$ cat config.mk
export PLATFORM = sky130hd
export DESIGN_NAME = mem_arbiter
export DESIGN_NICKNAME = d
export VERILOG_FILES = /design/src/rtl/mem_arbiter_pkg.sv /design/src/rtl/mem_arbiter_sat_counter.sv /design/src/rtl/mem_arbiter.sv
export SDC_FILE = /design/constraint.sdc
export NUM_CORES = 1
export LEC_CHECK = 0
export ABC_CLOCK_PERIOD_IN_PS = 2000
export CAP_MARGIN = 15
export CORE_ASPECT_RATIO = 0.8
export CORE_MARGIN = 5
export CORE_UTILIZATION = 28
export DETAILED_ROUTE_END_ITERATION = 10
export HOLD_SLACK_MARGIN = 0.06
export PLACE_DENSITY = 0.8
export SYNTH_ARGS = -nofsm -noshare
export SYNTH_HDL_FRONTEND = slang
export SYNTH_HIERARCHICAL = 1
export SYNTH_SLANG_ARGS = --single-unit
$ cat constraint.sdc
create_clock -name clk -period 2 [get_ports clk]
set_clock_uncertainty 0.1 [all_clocks]
set_input_delay 0.2 -clock clk [delete_from_list [all_inputs] [get_ports clk]]
set_output_delay 0.2 -clock clk [all_outputs]
set_load 0.005 [all_outputs]
$ cat src/rtl/mem_arbiter_pkg.sv
// Shared constants for the data-memory arbiter: DMEM geometry, default widths
// and the port-select encoding used for the round-robin 'last' register.
package mem_arbiter_pkg;

  localparam int DMEMADDRBITS = 13;
  localparam int DMEMWORDBITS = 2;

  localparam int DEF_DBITS = 32;
  localparam int DEF_AW    = DMEMADDRBITS - DMEMWORDBITS;
  localparam int DEF_CNTW  = 16;

  typedef enum logic {
    PORT_CPU = 1'b0,
    PORT_DMA = 1'b1
  } port_e;

endpackage

$ cat src/rtl/mem_arbiter_sat_counter.sv
// Saturating up-counter: counts inc pulses, sticks at all-ones, clear wins.
module sat_counter #(
  parameter int CNTW = 16
) (
  input  logic            clk,
  input  logic            clear,
  input  logic            inc,
  output logic [CNTW-1:0] cnt
);

  // count register; clear is the block's synchronous reset
  always_ff @(posedge clk) begin
    if (clear) begin
      cnt <= '0;
    end else if (inc && (cnt != {CNTW{1'b1}})) begin
      cnt <= cnt + 1'b1;
    end
  end

endmodule

$ cat src/rtl/mem_arbiter.sv
// Two-port single-cycle memory arbiter (CPU port 0, loader/DMA port 1).
//
// Handshake: a port raises pN_req with we/addr/wdata and holds them stable
// until it sees pN_gnt in the same cycle; the access completes in that grant
// cycle. Read data returns one cycle later on rdata, qualified by pN_rvalid.
// Grants are combinational, so a port can be granted every cycle.
module mem_arbiter
  import mem_arbiter_pkg::*;
#(
  parameter int DBITS = DEF_DBITS,
  parameter int AW    = DEF_AW,
  parameter int CNTW  = DEF_CNTW
) (
  input  logic             clk,
  input  logic             reset,
  input  logic             p0_req,
  input  logic             p0_we,
  input  logic [AW-1:0]    p0_addr,
  input  logic [DBITS-1:0] p0_wdata,
  output logic             p0_gnt,
  output logic             p0_rvalid,
  input  logic             p1_req,
  input  logic             p1_we,
  input  logic [AW-1:0]    p1_addr,
  input  logic [DBITS-1:0] p1_wdata,
  output logic             p1_gnt,
  output logic             p1_rvalid,
  output logic [DBITS-1:0] rdata,
  output logic             mem_we,
  output logic [AW-1:0]    mem_addr,
  output logic [DBITS-1:0] mem_wdata,
  input  logic [DBITS-1:0] mem_rdata,
  input  logic             p1_lock,
  output logic [CNTW-1:0]  gnt_cnt0,
  output logic [CNTW-1:0]  gnt_cnt1
);

  port_e      last;      // port granted most recently
  logic       locked;    // port 1 owns the memory for a locked burst
  logic [1:0] rvalid_q;  // read issued last cycle, one bit per port

  // grant selection: single requester wins, ties go round-robin unless locked
  always_comb begin
    p0_gnt = 1'b0;
    p1_gnt = 1'b0;
    if (!reset) begin
      if (p0_req && p1_req) begin
        if (locked || (last == PORT_CPU)) begin
          p1_gnt = 1'b1;
        end else begin
          p0_gnt = 1'b1;
        end
      end else begin
        p0_gnt = p0_req;
        p1_gnt = p1_req;
      end
    end
  end

  // memory drive from the granted port, all zero when idle
  always_comb begin
    mem_we    = 1'b0;
    mem_addr  = '0;
    mem_wdata = '0;
    if (p0_gnt) begin
      mem_we    = p0_we;
      mem_addr  = p0_addr;
      mem_wdata = p0_wdata;
    end else if (p1_gnt) begin
      mem_we    = p1_we;
      mem_addr  = p1_addr;
      mem_wdata = p1_wdata;
    end
  end

  // arbitration history, lock tracking and read-return pipeline
  always_ff @(posedge clk) begin
    if (reset) begin
      last     <= PORT_DMA;
      locked   <= 1'b0;
      rvalid_q <= 2'b00;
    end else begin
      if (p0_gnt) begin
        last <= PORT_CPU;
      end else if (p1_gnt) begin
        last <= PORT_DMA;
      end
      if (!p1_lock || !p1_req) begin
        locked <= 1'b0;
      end else if (p1_gnt) begin
        locked <= 1'b1;
      end
      rvalid_q <= {p1_gnt & ~p1_we, p0_gnt & ~p0_we};
    end
  end

  assign p0_rvalid = rvalid_q[0];
  assign p1_rvalid = rvalid_q[1];
  assign rdata     = (|rvalid_q) ? mem_rdata : '0;

  sat_counter #(.CNTW(CNTW)) u_cnt0 (
    .clk   (clk),
    .clear (reset),
    .inc   (p0_gnt),
    .cnt   (gnt_cnt0)
  );

  sat_counter #(.CNTW(CNTW)) u_cnt1 (
    .clk   (clk),
    .clear (reset),
    .inc   (p1_gnt),
    .cnt   (gnt_cnt1)
  );

endmodule

* After elaboration in Yosys (flattened, before gate mapping) *
Index checks and enable logic that the tools add are counted.

operators by class
  add/subtract/negate cells = 2
  eq/ne operators = 2
  multiplexer cells = 15
  bitwise gates (word level) = 5
  reductions and logical operators = 10

operator list
  operator                                        number
  2-to-1 mux 32 bit                               3
  adder 16 x 1 -> 16 bit (second input constant)  2
  != test 16 bit (second input constant)          2
  2-to-1 mux 11 bit                               2
  2-to-1 mux 1 bit                                10
  OR reduction 2 bit                              2
  logical AND 1 bit                               3
  inverter 1 bit                                  3
  bitwise AND 1 bit                               2
  zero test 1 bit                                 2
  logical OR 1 bit                                2
  nonzero test 2 bit                              1

storage, ports and cells
  register bits after elaboration = 36
  input bits = 125
  output and inout bits = 112
  logic and storage cells = 39

* Depth between registers and ports, before layout *
Gate-level depths: netlist (run 1).

  depth in word-level cells = 7
  mapped depth = 7
  depth with buffers taken out = 6

* Hierarchy *
Netlist (run 1), hierarchy kept.

by module, submodules not included
  module       instances  cells an instance  area each (sq um)  seq. area each (sq um)
  sat_counter  2          99                 848.3              320.3
  mem_arbiter  1          102                862.1              80.1

* Worst setup path after synthesis (run 1) *
OpenSTA, ideal clock, no wires.

  path kind = register -> register
  start point = register last
  end point = register u_cnt0.cnt[7]
  setup time = 70 ps
  arrival time = 1904 ps
  data required time = 1830 ps
  setup slack = -74 ps
  cell stages (with the launch flop) = 8
  path buffers = 2
  clock period less this slack = 2074 ps
  path through = dfxtp_1 nand2b_4 a211oi_4 buf_6 nand2_1 clkbuf_1 or4_1 a21oi_1

on the way
  word-level cells in the longest chain between the ends = 6

RTL lines
  item                    RTL line                       source
  from (decl)             mem_arbiter.sv:38              port_e last;
  from (signal assigned)  mem_arbiter.sv:79              last <= PORT_DMA;
  from (signal assigned)  mem_arbiter.sv:84              last <= PORT_CPU;
  from (signal assigned)  mem_arbiter.sv:86              last <= PORT_DMA;
  inverter 1 bit          mem_arbiter.sv:48              if (locked || (last == PORT_CPU)) begin
  logical OR 1 bit        mem_arbiter.sv:48
  2-to-1 mux 1 bit        mem_arbiter.sv:48
  2-to-1 mux 1 bit        mem_arbiter.sv:47              if (p0_req && p1_req) begin
  2-to-1 mux 1 bit        mem_arbiter.sv:46              if (!reset) begin
  via p0_gnt              mem_arbiter.sv:20              output logic p0_gnt,
  logical AND 1 bit       mem_arbiter_sat_counter.sv:15  end else if (inc && (cnt != {CNTW{1'b1}})) begin
  to (signal assigned)    mem_arbiter_sat_counter.sv:16  cnt <= cnt + 1'b1;
  to (decl)               mem_arbiter_sat_counter.sv:8   output logic [CNTW-1:0] cnt

The timed path passes the listed nets, and every way through them passes these cells.
A chain may end at the register's enable or synchronous reset.

* Worst setup path in the final report (run 1) *
  start point = register locked
  end point = register u_cnt0.cnt[5]

on the way
  word-level cells in the longest chain between the ends = 5

RTL lines
  item                    RTL line                       source
  from (decl)             mem_arbiter.sv:39              logic locked;
  from (signal assigned)  mem_arbiter.sv:80              locked <= 1'b0;
  from (signal assigned)  mem_arbiter.sv:89              locked <= 1'b0;
  from (signal assigned)  mem_arbiter.sv:91              locked <= 1'b1;
  logical OR 1 bit        mem_arbiter.sv:48
  2-to-1 mux 1 bit        mem_arbiter.sv:48
  2-to-1 mux 1 bit        mem_arbiter.sv:47
  2-to-1 mux 1 bit        mem_arbiter.sv:46
  logical AND 1 bit       mem_arbiter_sat_counter.sv:15

No other way between the ends.

==> results of run 1 <==
worst reg2reg max path, delay by kind of cell, from the launching register on:
kind / cells / cell delay (ps)
and+or+nand+nor: 3 / 630
AOI/OAI and AO/OA: 2 / 360
DFF: 1 / 290
buffers and inverters: 5 / 590
logic make-up after synthesis:
group	after synthesis
fa+ha+maj	2
flops	36
xor+xnor	4
mux	4
buf+inv	28
simple gates	133
compound gates	93
registers in the layout, summed over array words and instances (netlist names):
| name | flops |
|---|---|
| u_cnt0/cnt | 16 |
| locked | 1 |
| u_cnt1/cnt | 16 |
| last | 1 |
| rvalid_q | 2 |
cell usage after synthesis (all sizes together), types with 4 or more instances:
cell type   n
a22o       44
nor2b      37
dfxtp      36
a21oi      20
nand2      14
or4        14
nor2       13
buf        12
nand3      12
o31ai      12
clkbuf      8
inv         8
nand4       8
nor3        8
o21ai       8
and4        6
nor4        6
or3         6
xnor2       4
area by class of cell:
| cell class | instances | area, um2 |
|---|---|---|
| Fill cell | 749 | 3280 |
| Clock buffer | 7 | 153 |
| Tap cell | 115 | 144 |
| Multi-Input combinational cell | 238 | 1800 |
| Timing Repair Buffer | 293 | 2870 |
| Inverter | 8 | 30.0 |
| Sequential cell | 36 | 724 |
what timing repair did:
action                                  CTS  global route
pin swaps                                20            12
gates resized for setup                 162            29
setup buffers                            20             9
endpoints found under the setup margin   88            60
hold buffers                              0             0
gates cloned                              5             5
power groups by stage:
stage	clock network [mW]	registers [mW]	logic [mW]
floorplan	0	0.748	0.186
global placement	0	0.749	0.659
detailed placement	0	0.749	0.668
CTS	0.825	0.736	0.710
global route	0.860	0.737	0.775
finish	0.803	0.736	0.728
cell usage in the layout, fill, tap and decap left out, types with 3 or more instances in the layout:
master,count
clkdlybuf4s50_1,187
a22o_1,41
nor2b_1,37
buf_4,36
dfxtp_1,33
buf_2,21
a21oi_1,18
nand3_1,12
o31ai_1,12
nor2_1,12
or4_1,11
clkbuf_2,10
nand2_1,10
clkbuf_16,8
nor3_1,8
inv_1,7
buf_6,7
o21ai_0,7
dlygate4sd2_1,6
buf_12,6
nand4_1,6
or3_1,6
clkdlybuf4s15_1,5
and4_1,5
clkdlybuf4s15_2,4
buf_16,3
dfxtp_2,3
buf_8,3
or4_4,3
nand2_2,3
nor4_1,3
xnor2_1,3
stage by stage:
step                hold WS [ps]  total power, mW
finish                       320             2.27
global route                 349             2.37
CTS                          328             2.27
detailed placement           404             1.42
global placement             400             1.41
floorplan                    172            0.934
routing by layer:
layer | track usage, % | up-vias
li1 | - | 1725
met1 | 25.1 | 1670
met2 | 36.9 | 141
met3 | 4.38 | 8
met4 | 4.11 | 0
met5 | 0 | -
worst paths after layout:
| check | startpoint | end | depth (start not counted) |
|---|---|---|---|
| hold reg to reg | last | last | 1 |
| setup / recovery | locked | u_cnt0/cnt[5] | 10 |
| hold / removal | reset | last | 2 |
| setup reg to reg | locked | u_cnt0/cnt[5] | 10 |
==> results.ini, run 1 <==
[setup_path]
critPathBufInv=5
critPathMaxStageDelay_ps=420
path_class=reg2reg
r2r_setup_slack_ps=-40
arrival_ps=2150
cp.required_ps=2110
critPathTopFamily=simple AND/OR/NAND/NOR gates
critical_path.cell_chain=nand2b_4 > a211oi_4 > buf_6 > buf_8 > buf_6 > buf_12 > nand2_8 > buf_6 > or4_4 > a21oi_2
worst_setup_path_start_kind=flop
crit_path_end_kind=flop
critical_path.most_common_cell=buf_6
largest_fanout_of_any_net_on_the_critical_path=6
crit_path_top_delay_cell=or4_4

[global_route]
global_route_wire_length_before_repair_um=18100
groute.usage.overall_pct=20.5
via_count_of_the_first_global_routing_pass=3402
antenna_found_initial=0
grt_max_degree=35
gr-total-overflow=0

[power_and_ir_drop]
power.switching_fraction_pct=23.0
share_seq_of_total_power_pct=32.5
power.leakage_nw=2.24
vdd.ir_drop.worst_uv=304
clkPwrFrac_pct=35.4
p_switching_uw=521
pwr_density_cell_nw_per_um2=396
cellInternalPower_mw=1.75
pwr-share-comb_pct=32.1

[timing]
timing.fmax_ghz=0.490
layout_setup_ws_ps=-42.8
rsz0062_at_grt=true
fin_setup_tns_ps=-55.4
tcrit_tclk_final_pct=102
final-setup-viol-count=2
tightestPinTransition_ps=502
timing.final.max_slew_violations=0
hold_viol=0
worst_slew_margin_rel_pct=66.1
layout_min_cycle_time_ps=2040

[placed_design]
place.detailed.hpwl_um=9730
portBuffers=236
place.gp.congestion=0.884
place_worst_setup_slack_ps=-398
detailed_place.area_um2=5160
placed_cells=655

[cts]
clock_sink_count=36
worst_skew_pair.late_latency_ps=270
clock_tree.root_cell=clkbuf_16
path_clk_slew_ps=50
clockBufferDepth=2
htree_num_levels=2
numCtsBuffers=5
cts_tree=done

[drt]
routed-wl-met3_um=1070
route.detailed.drc=0
m1WireLength_um=5010
post_drt_wl_per_cell_um=18.5
wirelength_um=12900
final_antenna_net_count=0
vias_per_cell=5.08
drt_pass1_iterations=4
route.vias.total=3544
drt-initial-drc-count=189
wl_met2_um=6700
maxUsedRoutingLayer=met4

[logic_synthesis]
synth_async_sr_flop_share_pct=0
synth-edff-count=0
mux_share_of_post_synthesis_cell_area_pct=1.66
synth_top_family_by_area=simple AND/OR/NAND/NOR gates
yosys_warnings=6
total_of_flip_flops_plus_latches_after_synthesis=36
synth.avg_cell_area_um2=8.53
synth.area.top_cells=dfxtp_1 28%, a22o_1 14%, nor2b_1 9.0%
postSynth.topFlopCell=dfxtp_1
synthesis.area_um2=2560
post_synth_num_cell_types=41
share_of_synthesized_cell_area_in_full_adder_half_adder_and_majority_cells_pct=0.978
synth_simple_gate_area_share_pct=33.4
synth_xor_area_share_pct=1.37
yosysSeqAreaShare_pct=28.2
gate_count_post_synth=300
synth.top_cell.area_share_pct=28.2
synth_fp_nets=427
synth_compound_gate_area_share_pct=28.1
synth.largest_area_cell=dfxtp_1

[floorplanning]
floorplan.rows=31
die_y_um=95.5
io_pins=237
coreArea_um2=9000
die_area_um2=11200
die-width_um=117
initial_utilization_pct=28.4

[final_layout]
post-route-util_pct=63.6
drive_gt1_share_pct=23.2
fin_nets=709
instances_no_fill=697
synthToLayoutAreaGrowth_pct=124
finalInstanceArea_um2=5720
num_antenna_cells=0

[outcome]
violations=negative setup slack
run_status=complete, but fails checks

[flow_run]
drv_cap=0

[hold_path]
holdCritPathClass=in2reg

(Power assumes the default switching activity.)
==> run 2: changes to the inputs <==
--- a/config.mk
+++ b/config.mk
@@ -5,7 +5,6 @@
 export SDC_FILE = /design/constraint.sdc
 export NUM_CORES = 1
 export LEC_CHECK = 0
-export ABC_CLOCK_PERIOD_IN_PS = 2000
 export CAP_MARGIN = 15
 export CORE_ASPECT_RATIO = 0.8
 export CORE_MARGIN = 5
==> results of run 2 <==
Same layout as run 1: the final DEF is identical, and so are final timing and power.
==> run 3: changes to the inputs <==
--- a/config.mk
+++ b/config.mk
@@ -12,6 +12,7 @@
 export DETAILED_ROUTE_END_ITERATION = 10
 export HOLD_SLACK_MARGIN = 0.06
 export PLACE_DENSITY = 0.8
+export SKIP_CTS_REPAIR_TIMING = 1
 export SYNTH_ARGS = -nofsm -noshare
 export SYNTH_HDL_FRONTEND = slang
 export SYNTH_HIERARCHICAL = 1
==> run 3 against run 2 <==
Clock power is 0.9% lower. Sequential power hardly changed. Largest cell class unchanged. Critical path type is now reg2out. Non-clock buffer count is 15 lower. Register-to-register slack worse by 60 ps. The flow still finishes with violations (negative setup slack). Sequential share of layout area is 0.066 points lower. Flip-flop and latch count stayed put. Wire length is 0.55% lower. Core utilization is 0.22 points higher. Critical path depth is 4 lower. Hold slack worse by 100 ps.
==> results.ini, run 3 (same netlist as run 1, synthesis figures left out) <==
[floorplanning]
coreArea_um2=9000
die_area_um2=11200
io_pins=237
floorplan.rows=31
die_y_um=95.5
initial_utilization_pct=28.4
die-width_um=117

[outcome]
run_status=complete, but fails checks
violations=negative setup slack

[global_route]
groute.usage.overall_pct=18.8
grt_max_degree=39
antenna_found_initial=0
via_count_of_the_first_global_routing_pass=3176
gr-total-overflow=0
global_route_wire_length_before_repair_um=16800

[timing]
hold_viol=0
timing.final.max_slew_violations=0
worst_slew_margin_rel_pct=72.9
fin_setup_tns_ps=-3360
final-setup-viol-count=22
fin_worst_hold_slack_ps=217
tightestPinTransition_ps=402
layout_min_cycle_time_ps=2240
tcrit_tclk_final_pct=112
rsz0062_at_grt=true
layout_setup_ws_ps=-235
timing.fmax_ghz=0.447

[hold_path]
holdCritPathClass=in2reg

[placed_design]
place.detailed.hpwl_um=9730
portBuffers=236
detailed_place.area_um2=5160
place.gp.congestion=0.884

[cts]
htree_num_levels=2
worst_skew_pair.late_latency_ps=270
numCtsBuffers=5
cts_tree=done
path_clk_slew_ps=50
clockBufferDepth=2
clock_tree.root_cell=clkbuf_16
clock_sink_count=36

[setup_path]
crit_path_end_kind=output pin
arrival_ps=1940
worst_setup_path_start_kind=flop
path_class=reg2out
largest_fanout_of_any_net_on_the_critical_path=10
cp.required_ps=1700

[final_layout]
drive_gt1_share_pct=18.9
layout.cells.most_common=clkdlybuf4s50_1
fin_nets=693
finalInstanceArea_um2=5740
final_cell_mix=203 x clkdlybuf4s50_1, 41 x a22o_1, 37 x nor2b_1, 34 x dfxtp_1, 23 x buf_4
num_antenna_cells=0
synthToLayoutAreaGrowth_pct=124
largestRegisters=u_cnt0/cnt: 16 flops, u_cnt1/cnt: 16 flops, rvalid_q: 2 flops

[power_and_ir_drop]
vdd.ir_drop.worst_uv=307
power.leakage_nw=2.36
pwr_density_cell_nw_per_um2=391

[drt]
vias_per_cell=5.19
route.detailed.drc=0
post_drt_wl_per_cell_um=18.8
route.vias.total=3533
drt_pass1_iterations=4
final_antenna_net_count=0
wirelength_um=12800
drt-initial-drc-count=222

[flow_run]
drv_cap=0

run 3: cell types whose count changed in the layout (fill, tap and decap cells not counted), sizes merged:
cell and change:
buf -30, dlymetal6s2s +18, clkdlybuf4s50 +16, clkdlybuf4s15 -9, dlygate4sd2 -6, clkbuf -4
nor2 -1
run 3: metrics by stage:
stage | util [%] | std cells | power (mW) | setup WS (ps)
after CTS | 59.0 | 662 | 2.23 | -513
after floorplan | - | 300 | 0.934 | -7.33
after global placement | 57.3 | 655 | 1.41 | -301
after detailed placement | 57.3 | 655 | 1.42 | -398
final | 63.8 | 681 | 2.25 | -235
after global routing | 63.8 | 681 | 2.35 | -298
run 3: cell type report:
type | instances | area (um2)
Tap cell | 115 | 144
Timing Repair Buffer | 278 | 2830
Inverter | 8 | 30.0
Fill cell | 763 | 3260
Multi-Input combinational cell | 237 | 1860
Sequential cell | 36 | 723
Clock buffer | 7 | 153
run 3: report_power, final:
group          internal [mW]  total (mW)  switching [mW]
clock                  0.522       0.796           0.274
combinational          0.494       0.714           0.220
sequential             0.726       0.736          0.0102
total                   1.74        2.25           0.504
run 3: critical path, cell delays in order, from the launching register on:
cell,delay [ps]
dfxtp_1,290
nand2b_4,150
a211oi_4,260
buf_4,170
clkbuf_16,150
a22o_1,140
clkdlybuf4s50_1,500
run 3: per-layer routing:
layer	up-vias	wire, um	share of wire (%)	global-route usage (%)
met5	-	0	0	0
met4	0	148	1.2	4.11
met3	14	1070	8.3	4.57
met2	135	6700	52	33.5
met1	1689	4910	38	23.0
li1	1695	-	-	-
run 3: worst paths after layout:
path | from | end | slack [ps] | cells past startpoint
setup reg to reg | locked | u_cnt0/cnt[6] | -100 | 9
hold reg to reg | last | last | 410 | 1
setup / recovery | locked | mem_addr[1] | -240 | 6
hold / removal | reset | last | 220 | 2
